--- config.mk ---
export PLATFORM = sky130hd
export DESIGN_NAME = apb4_master_bridge
export DESIGN_NICKNAME = d
export VERILOG_FILES = /design/src/rtl/apb4_master_bridge.sv
export SDC_FILE = /design/constraint.sdc
export NUM_CORES = 1
export LEC_CHECK = 0
export BUFFER_PORTS_ARGS = -buffer_cell sky130_fd_sc_hd__buf_2
export CORE_MARGIN = 2
export CORE_UTILIZATION = 46
export CTS_CLUSTER_DIAMETER = 30
export CTS_CLUSTER_SIZE = 30
export DETAILED_ROUTE_END_ITERATION = 10
export HOLD_SLACK_MARGIN = 0.15
export PLACE_DENSITY = 0.83
export SETUP_SLACK_MARGIN = 0.4
export SLEW_MARGIN = 20
export SYNTH_ARGS = -nofsm -noshare
export SYNTH_HDL_FRONTEND = slang
export SYNTH_SLANG_ARGS = --single-unit
--- constraint.sdc ---
create_clock -name pclk -period 4.8 [get_ports pclk]
set_input_delay 0.96 -clock pclk [delete_from_list [all_inputs] [get_ports pclk]]
set_output_delay 0.96 -clock pclk [all_outputs]
set_load 0.02 [all_outputs]
--- src/rtl/apb4_master_bridge.sv ---
// apb4_master_bridge: valid/ready request/response port to APB4 initiator.
// One transfer at a time, with wait-state handling and an optional stall timeout.
module apb4_master_bridge #(
    parameter int ADDR_WIDTH = 32,
    parameter int DATA_WIDTH = 32,
    parameter int TIMEOUT    = 16
) (
    input  logic                    pclk,
    input  logic                    prst,
    input  logic                    req_valid,
    output logic                    req_ready,
    input  logic [ADDR_WIDTH-1:0]   req_addr,
    input  logic                    req_write,
    input  logic [DATA_WIDTH-1:0]   req_wdata,
    input  logic [DATA_WIDTH/8-1:0] req_wstrb,
    input  logic [2:0]              req_prot,
    output logic                    rsp_valid,
    input  logic                    rsp_ready,
    output logic [DATA_WIDTH-1:0]   rsp_rdata,
    output logic                    rsp_err,
    output logic                    rsp_timeout,
    output logic [ADDR_WIDTH-1:0]   paddr,
    output logic [2:0]              pprot,
    output logic                    pwrite,
    output logic [DATA_WIDTH-1:0]   pwdata,
    output logic [DATA_WIDTH/8-1:0] pstrb,
    output logic                    psel,
    output logic                    penable,
    input  logic [DATA_WIDTH-1:0]   prdata,
    input  logic                    pready,
    input  logic                    pslverr
);

    localparam int CW = (TIMEOUT > 0) ? $clog2(TIMEOUT + 1) : 1;
    localparam logic [CW-1:0] TO_CNT = CW'(TIMEOUT);

    typedef enum logic [1:0] {
        IDLE,
        SETUP,
        ACCESS,
        RESP
    } state_t;

    state_t        state;
    logic [CW-1:0] wait_cnt;
    logic [CW-1:0] cnt_nxt;
    logic          timed_out;

    assign req_ready = (state == IDLE);
    assign cnt_nxt   = wait_cnt + CW'(1);
    assign timed_out = (TIMEOUT != 0) && (cnt_nxt == TO_CNT);

    always_ff @(posedge pclk or posedge prst) begin
        if (prst) begin
            state       <= IDLE;
            wait_cnt    <= '0;
            psel        <= 1'b0;
            penable     <= 1'b0;
            pwrite      <= 1'b0;
            paddr       <= '0;
            pwdata      <= '0;
            pstrb       <= '0;
            pprot       <= '0;
            rsp_valid   <= 1'b0;
            rsp_rdata   <= '0;
            rsp_err     <= 1'b0;
            rsp_timeout <= 1'b0;
        end else begin
            unique case (state)
                IDLE: begin
                    if (req_valid) begin
                        paddr    <= req_addr;
                        pwrite   <= req_write;
                        pwdata   <= req_wdata;
                        pstrb    <= req_write ? req_wstrb : '0;
                        pprot    <= req_prot;
                        psel     <= 1'b1;
                        penable  <= 1'b0;
                        wait_cnt <= '0;
                        state    <= SETUP;
                    end
                end
                SETUP: begin
                    penable <= 1'b1;
                    state   <= ACCESS;
                end
                ACCESS: begin
                    // A late pready in the final allowed cycle still completes normally
                    if (pready) begin
                        psel        <= 1'b0;
                        penable     <= 1'b0;
                        rsp_valid   <= 1'b1;
                        rsp_err     <= pslverr;
                        rsp_timeout <= 1'b0;
                        rsp_rdata   <= (!pwrite && !pslverr) ? prdata : '0;
                        state       <= RESP;
                    end else if (timed_out) begin
                        psel        <= 1'b0;
                        penable     <= 1'b0;
                        rsp_valid   <= 1'b1;
                        rsp_err     <= 1'b1;
                        rsp_timeout <= 1'b1;
                        rsp_rdata   <= '0;
                        state       <= RESP;
                    end else begin
                        wait_cnt <= cnt_nxt;
                    end
                end
                RESP: begin
                    if (rsp_ready) begin
                        rsp_valid <= 1'b0;
                        wait_cnt  <= '0;
                        state     <= IDLE;
                    end
                end
                default: state <= IDLE;
            endcase
        end
    end

endmodule

* Yosys cells after proc, flatten, opt, wreduce, memory -nomap -nowiden
Cells that the tools add are included.
** Cells by class
- Equal/unequal tests :: 9
- Shifts and indexed selects :: 0
- Magnitude comparators :: 0
- Bitwise operators :: 0
- Mux-type cells :: 26
- Div/mod/pow operators :: 0
- Reduce and logical (&&, ||, !) cells :: 16
- Multipliers :: 0
- Add/sub/neg operators :: 1
** Operator list (number)
- 2-to-1 mux 32 bit :: 3
- 2-to-1 mux 5 bit :: 4
- case mux 5 bit (3 select lines) :: 1
- AND reduction 3 bit :: 4
- 2-to-1 mux 1 bit :: 9
- 2-to-1 mux 2 bit :: 4
- != test 2 bit, second input constant :: 4
- case mux 2 bit (4 select lines) :: 1
- nonzero test 2 bit :: 3
- nonzero test 3 bit :: 2
- adder 5 x 1 -> 5 bit, second input constant :: 1
- equality test 5 bit, second input constant :: 1
- AND reduction 5 bit :: 1
- equality test 2 bit, second input constant :: 2
- 2-to-1 mux 4 bit :: 1
- case mux 1 bit (2 select lines) :: 2
- AND reduction 2 bit :: 2
- != test 3 bit, second input constant :: 1
- case mux 1 bit (3 select lines) :: 1
- equality test 2 x 1 -> 1 bit, second input constant :: 1
- zero test 1 bit :: 2
- zero test 2 bit :: 1
- logical AND 1 bit :: 1
** Storage, ports and cells
- Bits of input ports :: 110
- Latch bits :: 0
- RAM bits :: 0
- Output and inout bits :: 110
- Flip-flop bits (word level) :: 116
- Memory bits (read-only) :: 0
- Word-level logic and storage cells :: 65
- Memories :: 0

* Depth between registers and ports, before layout
Gate-level depths: netlist of the first run.
- Depth in word-level cells :: 5
- Mapped depth :: 8
- Depth with buffers taken out :: 7

* Worst setup path after synthesis of the first run
Ideal clock, no wire load.
- Path type :: in2reg
- Start point :: in req_valid
- End point :: reg wait_cnt[0]
- Slack :: 2823 ps
- Data required time :: 4675 ps
- Path buffers :: 0
- Arrival :: 1852 ps
- Library setup time :: 125 ps
- Stages on the path :: 5
- Path through :: and2b_2 > a21o_1 > nor2_4 > and3_2 > mux2_2
** On the way
- Cells in the longest elaborated chain, start to end :: 2
** Ends and longest elaborated chain
- from (decl) :: line 10 : input logic req_valid,
- != test 2 bit (no source line)
- AND reduction 5 bit (no source line)
- to (signal assigned) :: line 106 : wait_cnt <= cnt_nxt;
- to (decl) :: line 45 : logic [CW-1:0] wait_cnt;
Every way passes these cells.
A chain may end at the register's enable or synchronous reset.

* Worst setup path in the final report of the first run
- Start point :: reg state[0]
- End point :: out req_ready
** On the way
- Cells in the longest elaborated chain, start to end :: 1
** Ends and longest elaborated chain
- from (decl) :: line 44 : state_t state;
- from (signal assigned) :: line 55 : state <= IDLE;
- from (signal assigned) :: line 80 : state <= SETUP;
- from (signal assigned) :: line 85 : state <= ACCESS;
- zero test 2 bit :: line 49 : assign req_ready = (state == IDLE);
- to (decl) :: line 11 : output logic req_ready,
Every way passes these cells.

==> results of run 1 <==
[power breakdown]
group / total (W) / internal [W] / switching, W
Sequential: 0.00166 / 0.00142 / 0.000236
Clock: 0.00119 / 0.000775 / 0.000415
Combinational: 0.00189 / 0.000791 / 0.00110
[synthesized netlist by cell type]
| cell type | count | area share, % |
|---|---|---|
| and2_2 | 1 | 0.17 |
| or2_2 | 1 | 0.14 |
| o21ai_0 | 7 | 0.77 |
| o211ai_1 | 1 | 0.17 |
| a22o_1 | 33 | 6.4 |
| and2_4 | 1 | 0.19 |
| o311ai_0 | 1 | 0.19 |
| nand2b_1 | 1 | 0.14 |
| nand3_1 | 2 | 0.22 |
| o21ai_4 | 1 | 0.36 |
| dfrtp_1 | 116 | 64 |
| buf_6 | 1 | 0.25 |
| mux2_2 | 69 | 17 |
| a31oi_1 | 1 | 0.14 |
| mux2_4 | 2 | 0.66 |
| a311oi_1 | 1 | 0.19 |
| a21oi_2 | 1 | 0.19 |
| and3_2 | 1 | 0.17 |
| nand2_1 | 15 | 1.2 |
| buf_2 | 12 | 1.3 |
| ha_1 | 5 | 1.4 |
| nand4b_1 | 1 | 0.19 |
| a21oi_4 | 2 | 0.72 |
| clkbuf_1 | 2 | 0.17 |
| a22oi_1 | 1 | 0.17 |
| a21o_1 | 1 | 0.17 |
| nor3_1 | 1 | 0.11 |
| nor2_4 | 1 | 0.25 |
| inv_1 | 8 | 0.66 |
| a211oi_2 | 1 | 0.28 |
| and2b_2 | 1 | 0.19 |
| nor2_1 | 5 | 0.41 |
| and3_1 | 1 | 0.14 |
| o32a_1 | 1 | 0.22 |
| a21oi_1 | 5 | 0.55 |
| nor3_2 | 1 | 0.22 |
[final timing paths]
kind	endpoint	slack, ns	cells after the start
worst min register to register	pstrb[0]$_DFFE_PP0P_	0.49	2
max in group asynchronous	rsp_rdata[26]$_DFFE_PP0P_	3.50	3
worst max register to register	wait_cnt[0]$_DFFE_PP0P_	2.40	7
worst max-delay path	req_ready	2.31	3
min in group pclk	pstrb[0]$_DFFE_PP0P_	0.49	2
worst min-delay path	pwdata[27]$_DFFE_PP0P_	0.40	2
[flip-flops by register name, indices dropped and copies added, names as in the netlist, 2 cells and up]
register,count
rsp_rdata,32
pprot,3
pwdata,32
paddr,32
wait_cnt,5
state,2
pstrb,4
[cell families after synthesis]
| kind of cell | after synthesis | synth area share, % |
|---|---|---|
| AO/OA/AOI/OAI | 57 | 10.5 |
| adder cells (fa/ha/maj) | 5 | 1.38 |
| buffers and inverters | 23 | 2.40 |
| flip-flops | 116 | 64.1 |
| multiplexers | 71 | 17.8 |
| AND/OR/NAND/NOR | 33 | 3.79 |
[final cells by class]
class | instances | area [µm²] | area share, %
Inverter | 8 | 32.5 | 0.514
Timing Repair Buffer | 222 | 1130 | 17.8
Clock inverter | 9 | 103 | 1.62
Multi-Input combinational cell | 166 | 1530 | 24.2
Sequential cell | 116 | 2900 | 45.9
Tap cell | 133 | 166 | 2.63
Clock buffer | 23 | 467 | 7.38
[stage by stage]
step	hold WS [ns]	utilization (%)	cell area, µm²	instances
floorplan	0.514	-	4530	305
global placement	0.461	59.3	5740	644
detailed placement	0.478	59.3	5740	644
CTS	0.391	65.2	6310	676
global route	0.413	65.3	6330	677
finish	0.403	65.3	6330	677
[worst register-to-register path, delay by kind of cell, from the launching register on]
kind | cells | cell delay, ns
fa+ha+maj | 1 | 0.34
compound gates | 1 | 0.67
flops | 1 | 0.40
buf+inv | 2 | 0.20
simple gates | 2 | 0.36
mux | 1 | 0.30
[metal layers]
metal	up-vias	routed length, µm	GRT usage, %
met4	0	340	10.8
met1	1708	4200	22.4
met5	-	0	0
li1	1549	-	-
met3	31	586	5.98
met2	130	5930	33.8
==> summary.txt, run 1 <==
Global route
  – Vias in the first global route: ~3,400
  – First-pass GRT wire length: between 15,000 and 20,000 µm
  – Initial antenna violation count: 0
  – Gr ovfl total: 0
  – Gr usage total: 19.9%
  – Pin count of the biggest net entering global routing: 77

Clock tree
  – Post-CTS Resized: 0
  – TritonCTS clock tree: built
  – # clock sinks: 116
  – Setup bufs post-CTS: 0
  – Worst skew pair latency: 0.50 ns
  – CTS Root Cell: clkbuf_8
  – Reg clk slew, reported paths: 0.06 ns
  – TritonCTS Buffers: 17
  – # hold bufs at CTS: 0
  – CTS H-Tree Depth: 4
  – Max Root-Sink Buffers: 2

Job
  – Max Cap Viol: 0

Critical path
  – Critical path, cell by cell: inv_1 > ha_1 > buf_2
  – CP max-delay cell: dfrtp_1
  – Largest stage delay on the critical path: about 0.42 ns
  – Kind of critical path: flip-flop to output pin
  – WP buf/inv: 2
  – Crit end category: output pin
  – Critical path's top delay family: flip-flops
  – Worst Setup Start Kind: flip-flop
  – Critical Path AT: 1.53 ns
  – Reg-to-Reg Start: state[0]$_DFFE_PP0P_
  – Peak fanout along the critical path: 5
  – Worst Setup SP: state[0]$_DFFE_PP0P_
  – CP required: 3.84 ns

Power
  – Pwr per Cell Area: around 750 nW/µm²
  – Overall power: approximately 0.0047 W
  – Worst IR drop on VDD: 0.406 mV
  – Lkg Pwr: 3.29 nW

Detailed routing
  – 1st-iter DRT viols: 63
  – DRT Wirelength: roughly 11,000 µm
  – Detailed-route via count: 3,418
  – WL per Instance: around 16 µm
  – ANT nets after route: 0
  – First-pass detailed-route iteration total: 6
  – Via/cell ratio: 5.05
  – Drt drc: 0

Timing
  – Clock skew: 0.00707 ns
  – PnR worst setup slack: between 2 and 2.5 ns
  – Worst Max-Slew Pin Slew: 0.944 ns
  – Setup TNS: 0 ns
  – Setup violations, final: 0
  – Final period util: about half
  – Final Max Tran Viols: 0
  – RSZ-0062 raised after global routing: false
  – Final min period: 2.49 ns
  – Peak Freq: 401 MHz
  – Hold Vio Cnt, Final: 0
  – Slew headroom: 37.1%

Floorplan
  – Width of the die: just over 100 µm
  – Num rows: 36
  – I/O pin cnt: 220
  – Starting Density: around 47%
  – Die area: 10,700 µm²
  – Core box area: 9680 µm²
  – Die H: slightly above 100 µm

Synth
  – Mean Syn Cell Area: 14.8 µm²
  – Cell Area, Synth: around 4500 µm²
  – Synth Register Bits: about 120
  – Yosys warning count: 0
  – Seq/Total Area, Yosys: between 60% and 70%
  – Cells after Synth: just over 300
  – Synth unique cells: 36
  – Syn_nets: 420

Layout
  – Layout cells sized above 1: 61.8%
  – Layout Area Growth over Synthesis: 39.7%
  – Final net count: 646
  – Most frequent cells in the layout: buf_2 (219), dfrtp_1 (116), mux2_2 (69)
  – Commonest non-fill, non-tap cell in the layout: buf_2
  – Fill count: about 740
  – Diode count: 0

Worst hold path
  – Worst min path class: input pin to async pin

Place
  – PortBufs: between 200 and 250
  – RePlAce Congestion: 0.775
  – Place WS: 2.22 ns
  – DP HPWL: roughly 8000 µm

Outcome
  – Outcome: complete, no violations
Power figures use the tool's default switching activity.
==> run 2: changes to the inputs <==
--- a/config.mk
+++ b/config.mk
@@ -5,14 +5,15 @@
 export SDC_FILE = /design/constraint.sdc
 export NUM_CORES = 1
 export LEC_CHECK = 0
+export ABC_AREA = 1
 export BUFFER_PORTS_ARGS = -buffer_cell sky130_fd_sc_hd__buf_2
 export CORE_MARGIN = 2
-export CORE_UTILIZATION = 46
+export CORE_UTILIZATION = 47
 export CTS_CLUSTER_DIAMETER = 30
 export CTS_CLUSTER_SIZE = 30
 export DETAILED_ROUTE_END_ITERATION = 10
 export HOLD_SLACK_MARGIN = 0.15
-export PLACE_DENSITY = 0.83
+export PLACE_DENSITY = 0.84
 export SETUP_SLACK_MARGIN = 0.4
 export SLEW_MARGIN = 20
 export SYNTH_ARGS = -nofsm -noshare
==> constraint.sdc (replaced) <==
create_clock -name pclk -period 2.6 [get_ports pclk]
set_input_delay 0.52 -clock pclk [delete_from_list [all_inputs] [get_ports pclk]]
set_output_delay 0.52 -clock pclk [all_outputs]
set_load 0.02 [all_outputs]
==> summary.txt, run 2 <==
Outcome
  – Outcome: complete, no violations

Critical path
  – Reg2reg setup slack: 0.64 ns (-1.76 ns)
  – Critical Path AT: 2.39 ns (+0.86 ns)
  – R2R cell count: 8 (+1)
  – Critical path's top delay family: simple AND/OR/NAND/NOR gates
  – Reg-to-Reg Start: wait_cnt[0]$_DFFE_PP0P_
  – Peak fanout along the critical path: 40 (+35)
  – Worst Setup Start Kind: flip-flop
  – Critical path, cell by cell: ha_1 > nand3_1 > nand2_1 > nand2_1 > nand4_4 > nand3_4 > nand2_1 > nand2_1
  – Largest stage delay on the critical path: 0.47 ns (+0.05 ns)
  – Most used cell, CP: nand2_1
  – R2r endpoint: wait_cnt[2]$_DFFE_PP0P_
  – Kind of critical path: flip-flop to flip-flop
  – CP max-delay cell: nand4_4
  – WP buf/inv: 0 (-2)
  – CP required: 3.03 ns (-0.81 ns)
  – Crit end category: flip-flop

Synth
  – Cell Area, Synth: 4710 µm² (+4.0%)
  – Syn_nets: 658 (+57%)
  – Synth Area in Simple Gates: 32.1% (+28 points)
  – EDFF count, synth: 0 (unchanged)
  – Mean Syn Cell Area: 8.67 µm² (-42%)
  – Seq/Total Area, Yosys: 61.7% (-2.4 points)
  – Ys async rst share: 100% (unchanged)
  – Multiplexer area fraction after synthesis: 0% (-18 points)
  – Cells after Synth: 543 (+78%)
  – Post-synth top cells: nand2_1 (310), dfrtp_1 (116), nand3_1 (38)
  – Area share of the largest cell type after synthesis: 61.7% (-2.4 points)
  – Synth unique cells: 23 (-36%)
  – Compound-Gate Fraction of Synth Area: 1.06% (-9.4 points)
  – Adder-Cell Fraction of Synth Area: 1.33% (-0.053 points)
  – Most common cell in the netlist: nand2_1
  – Synth top area cells: dfrtp_1 (62%), nand2_1 (25%), nand3_1 (4.0%), buf_2 (1.4%), ha_1 (1.3%)
  – Synth Flop Type: dfrtp_1
  – Synth Area in XOR/XNOR: 0% (unchanged)
  – Yosys warning count: 0 (unchanged)
  – Synth Register Bits: 116 (unchanged)
  – Post-synth top area cell: dfrtp_1
  – Largest family of logic cells by synthesized area: simple AND/OR/NAND/NOR gates

Layout
  – Final net count: 874 (+35%)
  – Commonest non-fill, non-tap cell in the layout: nand2_1
  – Register area: 2900 µm² (unchanged)
  – Finished Core Util: 67.1% (+1.7 points)
  – Top flop regs: paddr (32), pwdata (32), rsp_rdata (32)
  – Area occupied by multi-input gates: 1630 µm² (+6.7%)
  – Diode count: 0 (unchanged)
  – Layout Area Growth over Synthesis: 38.6%
  – Layout cells sized above 1: 34.1% (-28 points)
  – Fill count: 794 (+6.7%)
  – Most frequent cells in the layout: nand2_1 (309), buf_2 (219), dfrtp_1 (116)
  – Final non-filler cell total: 904 (+34%)

Power
  – Lkg Pwr: 3.90 nW (+18%)
  – Overall power: 0.00882 W (+86%)
  – Worst IR drop on VDD: 0.678 mV (+67%)
  – Pwr per Cell Area: 1350 nW/µm² (+81%)

Clock tree
  – # clock sinks: 116 (unchanged)
  – CTS H-Tree Depth: 4 (unchanged)
  – TritonCTS clock tree: built
  – TritonCTS Buffers: 17 (unchanged)
  – Worst skew pair latency: 0.50 ns (about the same)
  – Max Root-Sink Buffers: 2 (unchanged)
  – CTS Root Cell: clkbuf_8
  – Setup bufs post-CTS: 0 (unchanged)
  – Reg clk slew, reported paths: 0.06 ns (about the same)

Timing
  – Slew headroom: 49.5% (+12 points)
  – Setup violations, final: 0 (unchanged)
  – RSZ-0062 raised after global routing: false
  – Worst Max-Slew Pin Slew: 0.757 ns (-0.187 ns)
  – Clock skew: 0.00465 ns (-0.00242 ns)
  – Setup TNS: 0 ns (unchanged)
  – Worst Hold Margin: 0.193 ns (-0.210 ns)
  – Final period util: about three quarters
  – Final min period: 1.96 ns
  – Hold Vio Cnt, Final: 0 (unchanged)
  – Final Max Tran Viols: 0 (unchanged)
  – Peak Freq: 511 MHz

Place
  – Placed Cells: 873 (+36%)
  – DP HPWL: 8260 µm (+3.6%)
  – RePlAce Congestion: 0.805 (+3.9%)
  – PortBufs: 219 (unchanged)

Detailed routing
  – 1st-iter DRT viols: 232 (+270%)
  – Via/cell ratio: 4.81 (-4.7%)
  – WL per Instance: 13.3 µm (-19%)
  – DRT Wirelength: 12,000 µm (+8.5%)
  – ANT nets after route: 0 (unchanged)
  – Drt drc: 0 (unchanged)
  – First-pass detailed-route iteration total: 4 (-2)
  – Detailed-route via count: 4,351 (+27%)

Floorplan
  – Width of the die: 104 µm (+0.83%)
  – Die area: 10,800 µm² (+1.7%)
  – Num rows: 36 (unchanged)
  – Core box area: 9730 µm² (+0.47%)
  – Die H: 104 µm (+0.83%)
  – Starting Density: 48.4% (+1.6 points)
  – I/O pin cnt: 220 (unchanged)

Global route
  – Vias in the first global route: 4,326 (+27%)
  – Gr ovfl total: 0 (unchanged)
  – Pin count of the biggest net entering global routing: 117 (+52%)
  – First-pass GRT wire length: 20,000 µm (+24%)
  – Gr usage total: 23.0% (+3.2 points)
  – Initial antenna violation count: 0 (unchanged)

Worst hold path
  – Worst min path class: input pin to async pin

Job
  – Max Cap Viol: 0 (unchanged)
run 2: cell count changes after synthesis, moves of 6 or more:
cell | before | now
nand2_1 | 15 | 310
mux2_2 | 69 | 0
nand3_1 | 2 | 38
a22o_1 | 33 | 0
clkbuf_1 | 2 | 9
nand4_1 | 0 | 7
inv_1 | 8 | 14
run 2: layer usage:
metal | track usage (%) | wire length (µm) | vias up
met1 | 27.5 | 4870 | 2023
met2 | 37.7 | 5880 | 196
li1 | - | - | 2112
met5 | 0 | 0 | -
met3 | 8.90 | 1070 | 20
met4 | 8.88 | 175 | 0
run 2: logic make-up (layout without fill, tap and decap cells):
logic type               count (synthesis)  after routing
AO/OA/AOI/OAI                            9              9
AND/OR/NAND/NOR                        371            371
flip-flops                             116            116
adder cells (fa/ha/maj)                  5              5
buffers and inverters                   42            270
run 2: final cells by class:
type	instances	share of cell area, %
Multi-Input combinational cell	385	25.0
Sequential cell	116	44.5
Clock inverter	9	2.34
Timing Repair Buffer	224	17.8
Tap cell	133	2.55
Inverter	15	0.920
Clock buffer	22	6.94
run 2: stage by stage:
step / instance area [µm²] / worst slack, ns
floorplan: 4710 / 0.667
CTS: 6530 / 0.621
detailed placement: 5910 / 0.337
finish: 6530 / 0.642
global route: 6530 / 0.454
global placement: 5910 / 0.417
run 2: worst max path at each step:
stage / slack, ns / end / depth (start not counted) / startpoint
final: 0.64 / wait_cnt[2]$_DFFE_PP0P_ / 8 / wait_cnt[0]$_DFFE_PP0P_
after global routing: 0.45 / wait_cnt[2]$_DFFE_PP0P_ / 8 / wait_cnt[0]$_DFFE_PP0P_
after CTS: 0.62 / req_ready / 3 / state[0]$_DFFE_PP0P_
after detailed placement: 0.34 / wait_cnt[2]$_DFFE_PP0P_ / 8 / wait_cnt[0]$_DFFE_PP0P_
after global placement: 0.42 / wait_cnt[1]$_DFFE_PP0P_ / 8 / wait_cnt[0]$_DFFE_PP0P_
after floorplan: 0.67 / paddr[0]$_DFFE_PP0P_ / 1 / prst
run 2: worst reg2reg max path, cell delays in order (launching register included):
cell     delay (ns)
dfrtp_1        0.42
ha_1           0.27
nand3_1        0.12
nand2_1        0.08
nand2_1        0.13
nand4_4        0.48
nand3_4        0.26
nand2_1        0.08
nand2_1        0.06
run 2: what timing repair did:
| item | in CTS | in global routing |
|---|---|---|
| gates resized for setup | 1 | 0 |
| setup endpoints to repair | 40 | 0 |
| hold buffers | 0 | 0 |
run 2: power by group:
part | total, W | switching [W] | internal, W
Clock | 0.00236 | 0.000767 | 0.00160
Combinational | 0.00340 | 0.00228 | 0.00112
Sequential | 0.00306 | 0.000451 | 0.00261
Total | 0.00882 | 0.00350 | 0.00532
==> run 3: changes to the inputs <==
--- a/config.mk
+++ b/config.mk
@@ -5,15 +5,15 @@
 export SDC_FILE = /design/constraint.sdc
 export NUM_CORES = 1
 export LEC_CHECK = 0
-export ABC_AREA = 1
+export ABC_AREA = 0
 export BUFFER_PORTS_ARGS = -buffer_cell sky130_fd_sc_hd__buf_2
 export CORE_MARGIN = 2
-export CORE_UTILIZATION = 47
+export CORE_UTILIZATION = 46
 export CTS_CLUSTER_DIAMETER = 30
 export CTS_CLUSTER_SIZE = 30
 export DETAILED_ROUTE_END_ITERATION = 10
 export HOLD_SLACK_MARGIN = 0.15
-export PLACE_DENSITY = 0.84
+export PLACE_DENSITY = 0.83
 export SETUP_SLACK_MARGIN = 0.4
 export SLEW_MARGIN = 20
 export SYNTH_ARGS = -nofsm -noshare
==> constraint.sdc (replaced) <==
create_clock -name pclk -period 1.83 [get_ports pclk]
set_input_delay 0.366 -clock pclk [delete_from_list [all_inputs] [get_ports pclk]]
set_output_delay 0.366 -clock pclk [all_outputs]
set_load 0.02 [all_outputs]
==> summary.txt, run 3 <==
Clock tree
  – Max Root-Sink Buffers: 2 (unchanged)
  – CTS Root Cell: clkbuf_8
  – CTS H-Tree Depth: 4 (unchanged)
  – # clock sinks: 116 (unchanged)
  – TritonCTS Buffers: 17 (unchanged)

Outcome
  – Last stage: 5_1_grt
  – Outcome: aborted with a tool error
  – Tool error: [ERROR DPL-0038] Utilization greater than 100%, impossible to legalize

Place
  – DP HPWL: 7770 µm (-5.9%)
  – RePlAce Congestion: 0.842 (+4.6%)
  – PortBufs: 219 (unchanged)

Timing
  – Worst endpoint after global-route timing repair: wait_cnt[1]$_DFFE_PP0P_/D
  – Kind of the worst endpoint: register data pin

Synth
  – Mean Syn Cell Area: 14.8 µm² (+71%)
  – Yosys warning count: 0 (unchanged)
  – Most common cell in the netlist: dfrtp_1
  – Cell Area, Synth: 4530 µm² (-3.8%)
  – Seq/Total Area, Yosys: 64.1% (+2.4 points)
  – Syn_nets: 420 (-36%)
  – Area share of the largest cell type after synthesis: 64.1% (+2.4 points)
  – Post-synth top area cell: dfrtp_1
  – Synth top area cells: dfrtp_1 (64%), mux2_2 (17%), a22o_1 (6.4%), ha_1 (1.4%), buf_2 (1.3%)
  – Synth Flop Type: dfrtp_1
  – Cells after Synth: 305 (-44%)
  – Synth Register Bits: 116 (unchanged)
  – Synth unique cells: 36 (+57%)
  – Post-synth top cells: dfrtp_1 (116), mux2_2 (69), a22o_1 (33)
  – Ys async rst share: 100% (unchanged)
  – EDFF count, synth: 0 (unchanged)

Floorplan
  – Width of the die: 103 µm (-0.83%)
  – Die H: 103 µm (-0.83%)
  – I/O pin cnt: 220 (unchanged)
  – Num rows: 36 (unchanged)
  – Starting Density: 46.8% (-1.6 points)

Global route
  – Pin count of the biggest net entering global routing: 54
[run 3: cell count changes after synthesis, sizes merged, moves of 4 or more]
cell / delta
nand2: -297
a22o: +33
nand3: -38
nand4: -8
clkbuf: -8
a21oi: +6
mux2: +71
buf: -4
inv: -7
[run 3: cells by family after synthesis]
family	Yosys count	share of synthesized area, %
flops	116	64.1
mux	71	17.8
compound gates	57	10.5
simple gates	33	3.79
buf+inv	23	2.40
fa+ha+maj	5	1.38
[run 3: metrics by stage]
step | setup WS, ns | std cells | cell area (µm²) | util [%] | hold slack, ns
2_1_floorplan | 0.0506 | 305 | 4690 | - | 0.499
3_3_place_gp | 0.162 | 650 | 5910 | 61.0 | 0.402
3_5_place_dp | 0.0544 | 650 | 5910 | 61.0 | 0.416
4_1_cts | 0.113 | 853 | 8950 | 92.5 | 0.166
[run 3: timing repair]
item                                    CTS
buffers inserted                         48
pin swaps                                18
resized for setup                       162
endpoints found under the hold margin   122
cloned                                   14
endpoints found under the setup margin  181
hold buffers                            109
==> run 4: changes to the inputs <==
--- a/config.mk
+++ b/config.mk
@@ -8,13 +8,9 @@
 export ABC_AREA = 0
 export BUFFER_PORTS_ARGS = -buffer_cell sky130_fd_sc_hd__buf_2
 export CORE_MARGIN = 2
-export CORE_UTILIZATION = 46
-export CTS_CLUSTER_DIAMETER = 30
-export CTS_CLUSTER_SIZE = 30
+export CORE_UTILIZATION = 35
 export DETAILED_ROUTE_END_ITERATION = 10
-export HOLD_SLACK_MARGIN = 0.15
-export PLACE_DENSITY = 0.83
-export SETUP_SLACK_MARGIN = 0.4
+export PLACE_DENSITY_LB_ADDON = 0.15
 export SLEW_MARGIN = 20
 export SYNTH_ARGS = -nofsm -noshare
 export SYNTH_HDL_FRONTEND = slang
==> summary.txt, run 4 (same netlist as run 1, synthesis figures left out) <==
Layout
  – Layout cells sized above 1: 63.0%
  – Register area: 2900 µm²
  – Most frequent cells in the layout: buf_2 (219), dfrtp_1 (116), mux2_2 (69)
  – Final non-filler cell total: 729
  – Area occupied by multi-input gates: 1540 µm²
  – Finished Core Util: 52.1%
  – Top flop regs: paddr (32), pwdata (32), rsp_rdata (32)
  – Commonest non-fill, non-tap cell in the layout: buf_2
  – Final instance area: 6580 µm²
  – Fill count: about 1,100
  – Layout Area Growth over Synthesis: 45.3%
  – Diode count: 0
  – Final net count: 659

Global route
  – Initial antenna violation count: 0
  – Gr usage total: 16.4%
  – Vias in the first global route: roughly 3,600
  – First-pass GRT wire length: 17,800 µm
  – Pin count of the biggest net entering global routing: 44
  – Gr ovfl total: 0

Critical path
  – Peak fanout along the critical path: 6
  – Kind of critical path: flip-flop to flip-flop
  – Crit end category: flip-flop
  – CP required: 2.13 ns
  – Worst Setup Start Kind: flip-flop
  – CP max-delay cell: dfrtp_1
  – Critical Path AT: 1.99 ns
  – Largest stage delay on the critical path: 0.34 ns
  – Critical path, cell by cell: inv_1 > ha_2 > and2b_2 > a21o_4 > nor2_4 > a31oi_1 > a311oi_1

Detailed routing
  – Via/cell ratio: 4.65
  – 1st-iter DRT viols: 146
  – Detailed-route via count: 3,393
  – ANT nets after route: 0
  – Drt drc: 0
  – WL per Instance: roughly 15 µm
  – First-pass detailed-route iteration total: 5
  – DRT Wirelength: around 11,000 µm

Clock tree
  – CTS Root Cell: clkbuf_16
  – Reg clk slew, reported paths: 0.05 ns
  – TritonCTS Buffers: 17 (unchanged)
  – Setup bufs post-CTS: 0 (-100%)
  – Worst skew pair latency: roughly 0.41 ns
  – CTS H-Tree Depth: 4 (unchanged)
  – # clock sinks: 116 (unchanged)
  – Max Root-Sink Buffers: 2 (unchanged)
  – TritonCTS clock tree: built

Timing
  – Final Max Tran Viols: 0
  – Peak Freq: 591 MHz
  – Slew headroom: 64.9%
  – Worst Max-Slew Pin Slew: ~0.53 ns
  – Final min period: 1.69 ns
  – Setup violations, final: 0
  – RSZ-0062 raised after global routing: false
  – Hold Vio Cnt, Final: 0
  – Clock skew: 0.00857 ns
  – Setup TNS: 0 ns
  – Final period util: 92.5%

Power
  – Pwr per Cell Area: 1920 nW/µm²
  – Worst IR drop on VDD: 0.884 mV
  – Lkg Pwr: 3.39 nW

Place
  – PortBufs: 219 (unchanged)
  – DP HPWL: 8210 µm (+5.7%)
  – Placed Cells: 696 (+7.1%)
  – RePlAce Congestion: 0.736 (-13%)
  – Post-DP Area: 5980 µm² (+1.1%)

Floorplan
  – Core box area: 12,600 µm²
  – Starting Density: 35.9% (-11 points)
  – Num rows: 41 (+14%)
  – Die area: 13,900 µm²
  – Width of the die: 118 µm (+14%)
  – I/O pin cnt: 220 (unchanged)
  – Die H: 118 µm (+14%)

Job
  – Max Cap Viol: 0

Outcome
  – Outcome: complete, no violations

Worst hold path
  – Worst min path class: input pin to flip-flop
## run 4: worst max-delay path, delay by kind of cell, from the launching register on
kind / cells / cell delay [ns]
DFF: 1 / 0.34
adders and majority gates: 1 / 0.22
AOI/OAI and AO/OA: 3 / 0.60
buffers and inverters: 1 / 0.07
and+or+nand+nor: 2 / 0.37
## run 4: metal layers
metal / up-vias / routed length (µm) / track usage [%]
met4: 0 / 304 / 8.28
met3: 23 / 776 / 7.17
li1: 1577 / - / -
met1: 1670 / 4310 / 17.8
met2: 123 / 5710 / 27.3
met5: - / 0 / 0
## run 4: through the flow
stage,hold WS (ns),worst slack [ns],power (W)
2_1_floorplan,0.499,0.0261,0.00762
3_3_place_gp,0.439,0.109,0.00940
3_5_place_dp,0.445,0.0269,0.00954
4_1_cts,0.151,0.0264,0.0128
5_1_grt,0.162,0.0452,0.0134
6_report,0.176,0.137,0.0127
## run 4: layout make-up
cell class / count / share of cell area (%)
clock inverters: 10 / 1.60
well taps: 172 / 3.27
repair buffers: 235 / 19.9
clock buffers: 22 / 7.21
flip-flops and latches: 116 / 44.1
inverters: 8 / 0.514
multi-input cells: 166 / 23.4
## run 4: path summary, 6_finish.rpt
check                                     start                        end  slack, ns  cells past startpoint
hold / removal                        prdata[1]   rsp_rdata[1]$_DFFE_PP0P_       0.18                      2
setup reg to reg           state[0]$_DFFE_PP0P_    wait_cnt[2]$_DFFE_PP0P_       0.14                      7
min in group asynchronous                  prst       paddr[8]$_DFFE_PP0P_       0.57                      3
max in group asynchronous                  prst  rsp_rdata[13]$_DFFE_PP0P_       0.67                      4
hold reg to reg            pstrb[0]$_DFFE_PP0P_       pstrb[0]$_DFFE_PP0P_       0.48                      2
setup / recovery           state[0]$_DFFE_PP0P_    wait_cnt[2]$_DFFE_PP0P_       0.14                      7
## run 4: repair_timing
item / CTS / global route
resized for setup: 0 / 2
hold buffers: 1 / 0
endpoints found under the hold margin: 4 / 0
setup endpoints to repair: 0 / 5
## run 4: power breakdown
part	switching, W	internal (W)
Clock	0.00111	0.00209
Combinational	0.00292	0.00224
Sequential	0.000560	0.00374
